File: src/rtl/fetch_pkg.sv
// fetch_pkg: shared definitions for the fetch queue.
//   In-flight tag layout is {valid, pc}: valid sits in the MSB above an ADDR_WIDTH-bit pc.
//   Provides the configuration legality check and a ceil-log2 helper.
package fetch_pkg;
  localparam int TAG_VALID_W = 1;
  function automatic int fetch_log2(input int n);
    int r;
    r = 1;
    while ((1 << r) < n) r++;
    return r;
  endfunction
  function automatic bit fetch_cfg_ok(input int depth, input int lat);
    return depth >= 2 && (depth & (depth - 1)) == 0 && lat >= 1 && lat <= 4;
  endfunction
endpackage

File: src/rtl/fetch_inflight_pipe.sv
// fetch_inflight_pipe: LAT-stage shift register of {valid, pc} tags for outstanding memory reads.
//   clk, rst     : clock, synchronous active-high reset
//   clr          : squash every in-flight tag at the next edge
//   in_valid/pc  : tag entering stage 0
//   tail_valid/pc: tag leaving the last stage (its data is on mem_rdata this cycle)
//   count        : number of valid tags in the pipe
module fetch_inflight_pipe
  import fetch_pkg::*;
#(
  parameter int ADDR_WIDTH = 5,
  parameter int LAT = 1,
  parameter int CW = 4
) (
  input  logic                  clk,
  input  logic                  rst,
  input  logic                  clr,
  input  logic                  in_valid,
  input  logic [ADDR_WIDTH-1:0] in_pc,
  output logic                  tail_valid,
  output logic [ADDR_WIDTH-1:0] tail_pc,
  output logic [CW-1:0]         count
);
  localparam int TW = ADDR_WIDTH + TAG_VALID_W;
  logic [LAT*TW-1:0] tag_q, tag_d;
  logic [TW-1:0] tail;
  // New tags land in the lowest slot; truncation drops the retiring top slot.
  always_comb begin
    tag_d = clr ? '0 : (LAT*TW)'({tag_q, in_valid, in_pc});
    count = '0;
    for (int i = 0; i < LAT; i++) count = count + CW'(tag_q[i*TW+ADDR_WIDTH]);
  end
  always_ff @(posedge clk) begin
    if (rst) tag_q <= '0;
    else tag_q <= tag_d;
  end
  assign tail = tag_q[LAT*TW-1 -: TW];
  assign tail_valid = tail[TW-1];
  assign tail_pc = tail[ADDR_WIDTH-1:0];
endmodule

File: src/rtl/fetch_queue.sv
// fetch_queue: instruction-fetch stage driving a loadable PC counter and buffering returned words.
//   clk, rst                   : clock, synchronous active-high reset
//   pc_in                      : current counter value
//   pc_run/pc_load/pc_load_val : counter increment, load and load value
//   redirect/redirect_addr     : taken branch/jump pulse and target; squashes all fetches
//   mem_rd/mem_addr/mem_rdata  : fixed-latency instruction memory read port
//   out_valid/out_ready        : decode handshake on the FIFO head
//   out_instr/out_pc           : head instruction and its pc (0 while empty)
//   FETCH_STATS_EN (optional)  : adds saturating stat_issued / stat_squashed counters
module fetch_queue
  import fetch_pkg::*;
#(
  parameter int ADDR_WIDTH = 5,
  parameter int DATA_WIDTH = 32,
  parameter int MEM_LATENCY = 1,
  parameter int DEPTH = 4
) (
  input  logic                  clk,
  input  logic                  rst,
  input  logic [ADDR_WIDTH-1:0] pc_in,
  output logic                  pc_run,
  output logic                  pc_load,
  output logic [ADDR_WIDTH-1:0] pc_load_val,
  input  logic                  redirect,
  input  logic [ADDR_WIDTH-1:0] redirect_addr,
  output logic                  mem_rd,
  output logic [ADDR_WIDTH-1:0] mem_addr,
  input  logic [DATA_WIDTH-1:0] mem_rdata,
  output logic                  out_valid,
  input  logic                  out_ready,
  output logic [DATA_WIDTH-1:0] out_instr,
  output logic [ADDR_WIDTH-1:0] out_pc
`ifdef FETCH_STATS_EN
  ,
  output logic [31:0]           stat_issued,
  output logic [31:0]           stat_squashed
`endif
);
  localparam int PW = fetch_log2(DEPTH);
  localparam int CW = fetch_log2(DEPTH + 1) + 1;
  localparam int EW = DATA_WIDTH + ADDR_WIDTH;
  if (!fetch_cfg_ok(DEPTH, MEM_LATENCY)) begin : g_bad_cfg
    $error("fetch_queue: DEPTH must be a power of two >= 2 and MEM_LATENCY within 1..4");
  end
  logic [EW-1:0] mem_q [DEPTH];
  logic [EW-1:0] mem_d [DEPTH];
  logic [PW-1:0] wr_q, wr_d, rd_q, rd_d;
  logic [CW-1:0] cnt_q, cnt_d, inflight;
  logic tail_valid, issue, push, pop;
  logic [ADDR_WIDTH-1:0] tail_pc;
  fetch_inflight_pipe #(.ADDR_WIDTH(ADDR_WIDTH), .LAT(MEM_LATENCY), .CW(CW)) u_pipe (
    .clk(clk),
    .rst(rst),
    .clr(redirect),
    .in_valid(issue),
    .in_pc(pc_in),
    .tail_valid(tail_valid),
    .tail_pc(tail_pc),
    .count(inflight)
  );
  // Credits count in-flight reads as occupied, so a return always finds a free slot.
  always_comb begin
    issue = !rst && !redirect && (cnt_q + inflight) < CW'(DEPTH);
    push = tail_valid && !redirect;
    pop = out_valid && out_ready && !redirect;
    mem_d = mem_q;
    if (push) mem_d[wr_q] = {mem_rdata, tail_pc};
    wr_d = redirect ? '0 : wr_q + PW'(push);
    rd_d = redirect ? '0 : rd_q + PW'(pop);
    cnt_d = redirect ? '0 : cnt_q + CW'(push) - CW'(pop);
  end
  always_ff @(posedge clk) begin
    if (rst) begin
      wr_q <= '0;
      rd_q <= '0;
      cnt_q <= '0;
    end else begin
      wr_q <= wr_d;
      rd_q <= rd_d;
      cnt_q <= cnt_d;
    end
    mem_q <= mem_d;
  end
  assign out_valid = cnt_q != '0;
  assign out_instr = out_valid ? mem_q[rd_q][EW-1:ADDR_WIDTH] : '0;
  assign out_pc = out_valid ? mem_q[rd_q][ADDR_WIDTH-1:0] : '0;
  assign mem_rd = issue;
  assign mem_addr = pc_in;
  assign pc_run = issue;
  assign pc_load = redirect && !rst;
  assign pc_load_val = redirect_addr;
`ifdef FETCH_STATS_EN
  logic [31:0] issued_q, issued_d, squashed_q, squashed_d;
  logic [32:0] sq_sum;
  always_comb begin
    sq_sum = {1'b0, squashed_q} + 33'(cnt_q) + 33'(inflight);
    issued_d = issue && issued_q != '1 ? issued_q + 32'd1 : issued_q;
    squashed_d = !redirect ? squashed_q : sq_sum[32] ? '1 : sq_sum[31:0];
  end
  always_ff @(posedge clk) begin
    if (rst) begin
      issued_q <= '0;
      squashed_q <= '0;
    end else begin
      issued_q <= issued_d;
      squashed_q <= squashed_d;
    end
  end
  assign stat_issued = issued_q;
  assign stat_squashed = squashed_q;
`endif
endmodule

File: config.mk
export PLATFORM = sky130hd
export DESIGN_NAME = fetch_queue
export DESIGN_NICKNAME = d
export VERILOG_FILES = /design/src/rtl/fetch_pkg.sv /design/src/rtl/fetch_inflight_pipe.sv /design/src/rtl/fetch_queue.sv
export SDC_FILE = /design/constraint.sdc
export NUM_CORES = 1
export LEC_CHECK = 0
export CORE_MARGIN = 5
export CORE_UTILIZATION = 30
export CTS_CLUSTER_DIAMETER = 40
export CTS_CLUSTER_SIZE = 25
export DETAILED_ROUTE_END_ITERATION = 16
export GPL_TIMING_DRIVEN = 0
export PLACE_DENSITY_LB_ADDON = 0.2
export SETUP_SLACK_MARGIN = 0.4
export SYNTH_ARGS = -nofsm -noshare
export SYNTH_HDL_FRONTEND = slang
export SYNTH_SLANG_ARGS = --single-unit
export TNS_END_PERCENT = 30
File: constraint.sdc
create_clock -name clk -period 4 [get_ports clk]
set_input_delay 0.4 -clock clk [delete_from_list [all_inputs] [get_ports clk]]
set_output_delay 0.4 -clock clk [all_outputs]
set_load 0.02 [all_outputs]
==> impl_metrics.yaml <==
clocking:
  cts_tree: "built"
  cts.sinks: 162
  ctsRootBufferMaster: "clkbuf_16"
  cts_buffers: 17
  cts_setup_buffers: 0
  clkTransAtPathRegs_ns: 0.06
  clk_latency_ns: 0.41
  cts_resized: 1
  cts-htree-levels: 4
  hold_buffers: 0
  cts_buffer_depth: 2
routing:
  wl_met2_microns: 6680
  route.vias.total: 3175
  first_pass_iters: 4
  via_per_inst: 4.39
  routed_wl_microns: 12700
  drtIter0Drc: 97
  drc: 0
  wl_per_cell_microns: 17.5
  drtAntennaViolNets: 0
  wl_met3_microns: 579
  wirelength_met1_microns: 5230
  top_layer_used: "met4"
sta:
  fin_skew_ns: 0.00417
  period_share_pct: 83.2
  hold_viol: 0
  rsz0062_at_grt: "false"
  layout_min_cycle_time_ns: 3.33
  worst_slew_pin_slew_ns: 0.744
  relSlewSlack_pct: 50.4
  setup_viol: 0
  finalMaxSlewViolations: 0
  clock.fmax_mhz: 300
  setup_tns_ns: 0
power:
  peakVddDrop_v: 0.000261
  power_density_nw_per_um2: 427
  pwr-share-comb_pct: 6.3
  p_clk_share_pct: 40.7
  swShare_pct: 20.0
  switching_power_mw: 0.707
  power_frac_seq_pct: 52.9
  cell_internal_pwr_mw: 2.83
  p_leak_nw: 2.64
  total_power_mw: 3.54
grt:
  antenna_found_initial: 0
  grt_use_total_pct: 11.0
  overflow: 0
  grt_pass1_wl_microns: 19600
  first_global_vias: 3510
  grt_max_degree: 30
logic_synthesis:
  ys_seq_elements: 162
  ys_types: 35
  yosys.area_share.adder_pct: 1.49
  synth_edf_count: 148
  synth_mux_area_share_pct: 13.3
  synth_ff_type: "edfxtp_1"
  synth_xor_area_share_pct: 0.413
  async_reset_ff_share_pct: 0
  synthSimpleGateAreaFrac_pct: 6.49
  synth.avg_cell_area_sq_um: 19.8
  netlist_area_sq_um: 6360
  syn_inst: 321
  syn_nets: 374
  seq_area_frac_synth_pct: 74.2
  synth-compound-area-share_pct: 1.18
  synth_top_family_by_area: "multiplexers"
  yosys_warnings: 0
floorplanning:
  fp.coreArea_sq_um: 21000
  die_area_sq_um: 24200
  rows: 53
  die_y_microns: 156
  start_util_pct: 30.4
  ioPinCount: 97
  die_w_microns: 156
worst_setup_path:
  cp_top_family: "buffers and inverters"
  arrival_ns: 2.93
  crit_slowest_cell: "clkdlybuf4s50_1"
  max_stage_delay_ns: 0.60
  path_cells: "inv_1 > ha_1 > nor3b_2 > inv_1 > clkbuf_1 > clkbuf_2 > and2_1 > clkdlybuf4s50_1"
  startpoint_type: "register"
  crit_top_cell: "inv_1"
  endpoint_kind: "output pin"
  critPathKind: "register to output pin"
  critPathMaxFanout: 10
  cp_num_buf_inv: 5
  worstPathRequired_ns: 3.60
hold_path:
  hold_class: "register to register"
status:
  status: "complete, no violations"
final_layout:
  syn_to_final_growth_pct: 30.2
  drive_gt1_share_pct: 20.5
  nets: 490
  stdcell_area_sq_um: 8290
  n_antenna_cell: 0
placement:
  placed_cell_area_sq_um: 7760
  hpwl_microns: 8480
  gp_routability_congestion: 0.648
  portBuffers: 91
job:
  maxCapViolCount: 0
[through the flow]
stage,worst slack [ns],util [%],hold slack [ns],std cells
finish,0.670,39.5,0.479,724
global route,0.481,39.5,0.501,724
CTS,0.513,39.5,0.482,724
detailed placement,0.802,37.0,0.468,693
global placement,-0.904,36.4,0.448,687
floorplan,1.34,-,0.438,321
[flip-flops by register name, indices dropped and copies added, names as in the netlist]
register and count:
cnt_q 4, wr_q 2, mem_q 148, rd_q 2, u_pipe.tag_q 6
[synth_stat cells (2+ instances only)]
| library cell | number | share of area [%] |
|---|---|---|
| nor2b_1 | 2 | 0.20 |
| ha_1 | 6 | 1.2 |
| nand2_1 | 4 | 0.24 |
| o21ai_0 | 2 | 0.16 |
| buf_2 | 4 | 0.31 |
| mux4_2 | 37 | 13 |
| or3_1 | 3 | 0.29 |
| buf_4 | 11 | 1.3 |
| edfxtp_1 | 148 | 70 |
| xnor2_1 | 2 | 0.28 |
| clkbuf_1 | 7 | 0.41 |
| nor2_1 | 6 | 0.35 |
| inv_1 | 6 | 0.35 |
| dfxtp_1 | 14 | 4.4 |
| a21oi_1 | 4 | 0.31 |
| and2_1 | 44 | 4.3 |
| o31ai_1 | 3 | 0.35 |
[worst paths after layout]
kind                            depth (start not counted)  slack, ns                   end                        from
worst min-delay path                                    0       0.48  mem_q[111]$_DFFE_PP_  u_pipe.tag_q[0]$_SDFF_PN0_
worst max register to register                         10       1.69   cnt_q[2]$_SDFF_PN0_         cnt_q[2]$_SDFF_PN0_
worst min register to register                          0       0.48  mem_q[111]$_DFFE_PP_  u_pipe.tag_q[0]$_SDFF_PN0_
worst max-delay path                                    8       0.67         out_instr[14]         cnt_q[2]$_SDFF_PN0_
[cells in the final DEF, fill, tap and decap left out, types with 2 or more instances in the layout]
cell             count
o31ai_1              3
dfxtp_1             14
nand2_1              4
clkinv_1             4
mux4_2              37
ha_1                 6
buf_4               11
clkinvlp_4           3
or3_1                3
xnor2_1              2
a21oi_1              4
clkbuf_1             9
nor2b_1              2
clkbuf_16           17
o21ai_0              2
nor2_1               5
buf_12               4
buf_8                2
edfxtp_1           148
inv_1                6
buf_2                4
clkdlybuf4s50_1     91
and2_1              44
[worst register-to-register path, stage by stage (launching register included)]
cell,delay (ns)
dfxtp_1,0.37
inv_1,0.10
ha_1,0.21
nor3b_2,0.18
or3_1,0.32
a21oi_1,0.16
ha_1,0.20
inv_1,0.06
fa_1,0.37
xor2_1,0.17
nor2_1,0.05
[layer usage]
| metal | GRT usage, % | vias to the layer above |
|---|---|---|
| li1 | - | 1490 |
| met1 | 12.8 | 1603 |
| met2 | 19.4 | 69 |
| met3 | 3.58 | 13 |
| met4 | 3.50 | 0 |
| met5 | 0 | - |
[cells by family (layout without fill, tap and decap cells)]
| family | after synthesis | count (layout) |
|---|---|---|
| AOI/OAI and AO/OA | 12 | 12 |
| xor gates and xnor gates | 3 | 3 |
| adders and majority gates | 7 | 7 |
| buffers and inverters | 31 | 159 |
| DFF | 162 | 162 |
| muxes | 38 | 38 |
| and+or+nand+nor | 68 | 68 |
[power by group through the flow]
stage / logic [mW] / registers [mW] / clock network (mW)
detailed placement: 0.230 / 1.91 / 0
global placement: 0.219 / 1.91 / 0
CTS: 0.231 / 1.87 / 1.48
floorplan: 0.0987 / 1.91 / 0
global route: 0.243 / 1.87 / 1.56
finish: 0.224 / 1.87 / 1.44
[area by class of cell]
| cell class | count | area (sq um) |
|---|---|---|
| fillers | 1943 | 12700 |
| flip-flops and latches | 162 | 4720 |
| multi-input cells | 128 | 1470 |
| repair buffers | 97 | 1030 |
| clock buffers | 20 | 437 |
| well taps | 275 | 344 |
| plain buffers | 24 | 161 |
| clock inverters | 11 | 90.1 |
| inverters | 7 | 26.3 |
Note: power is estimated with default switching activity, not from simulation.
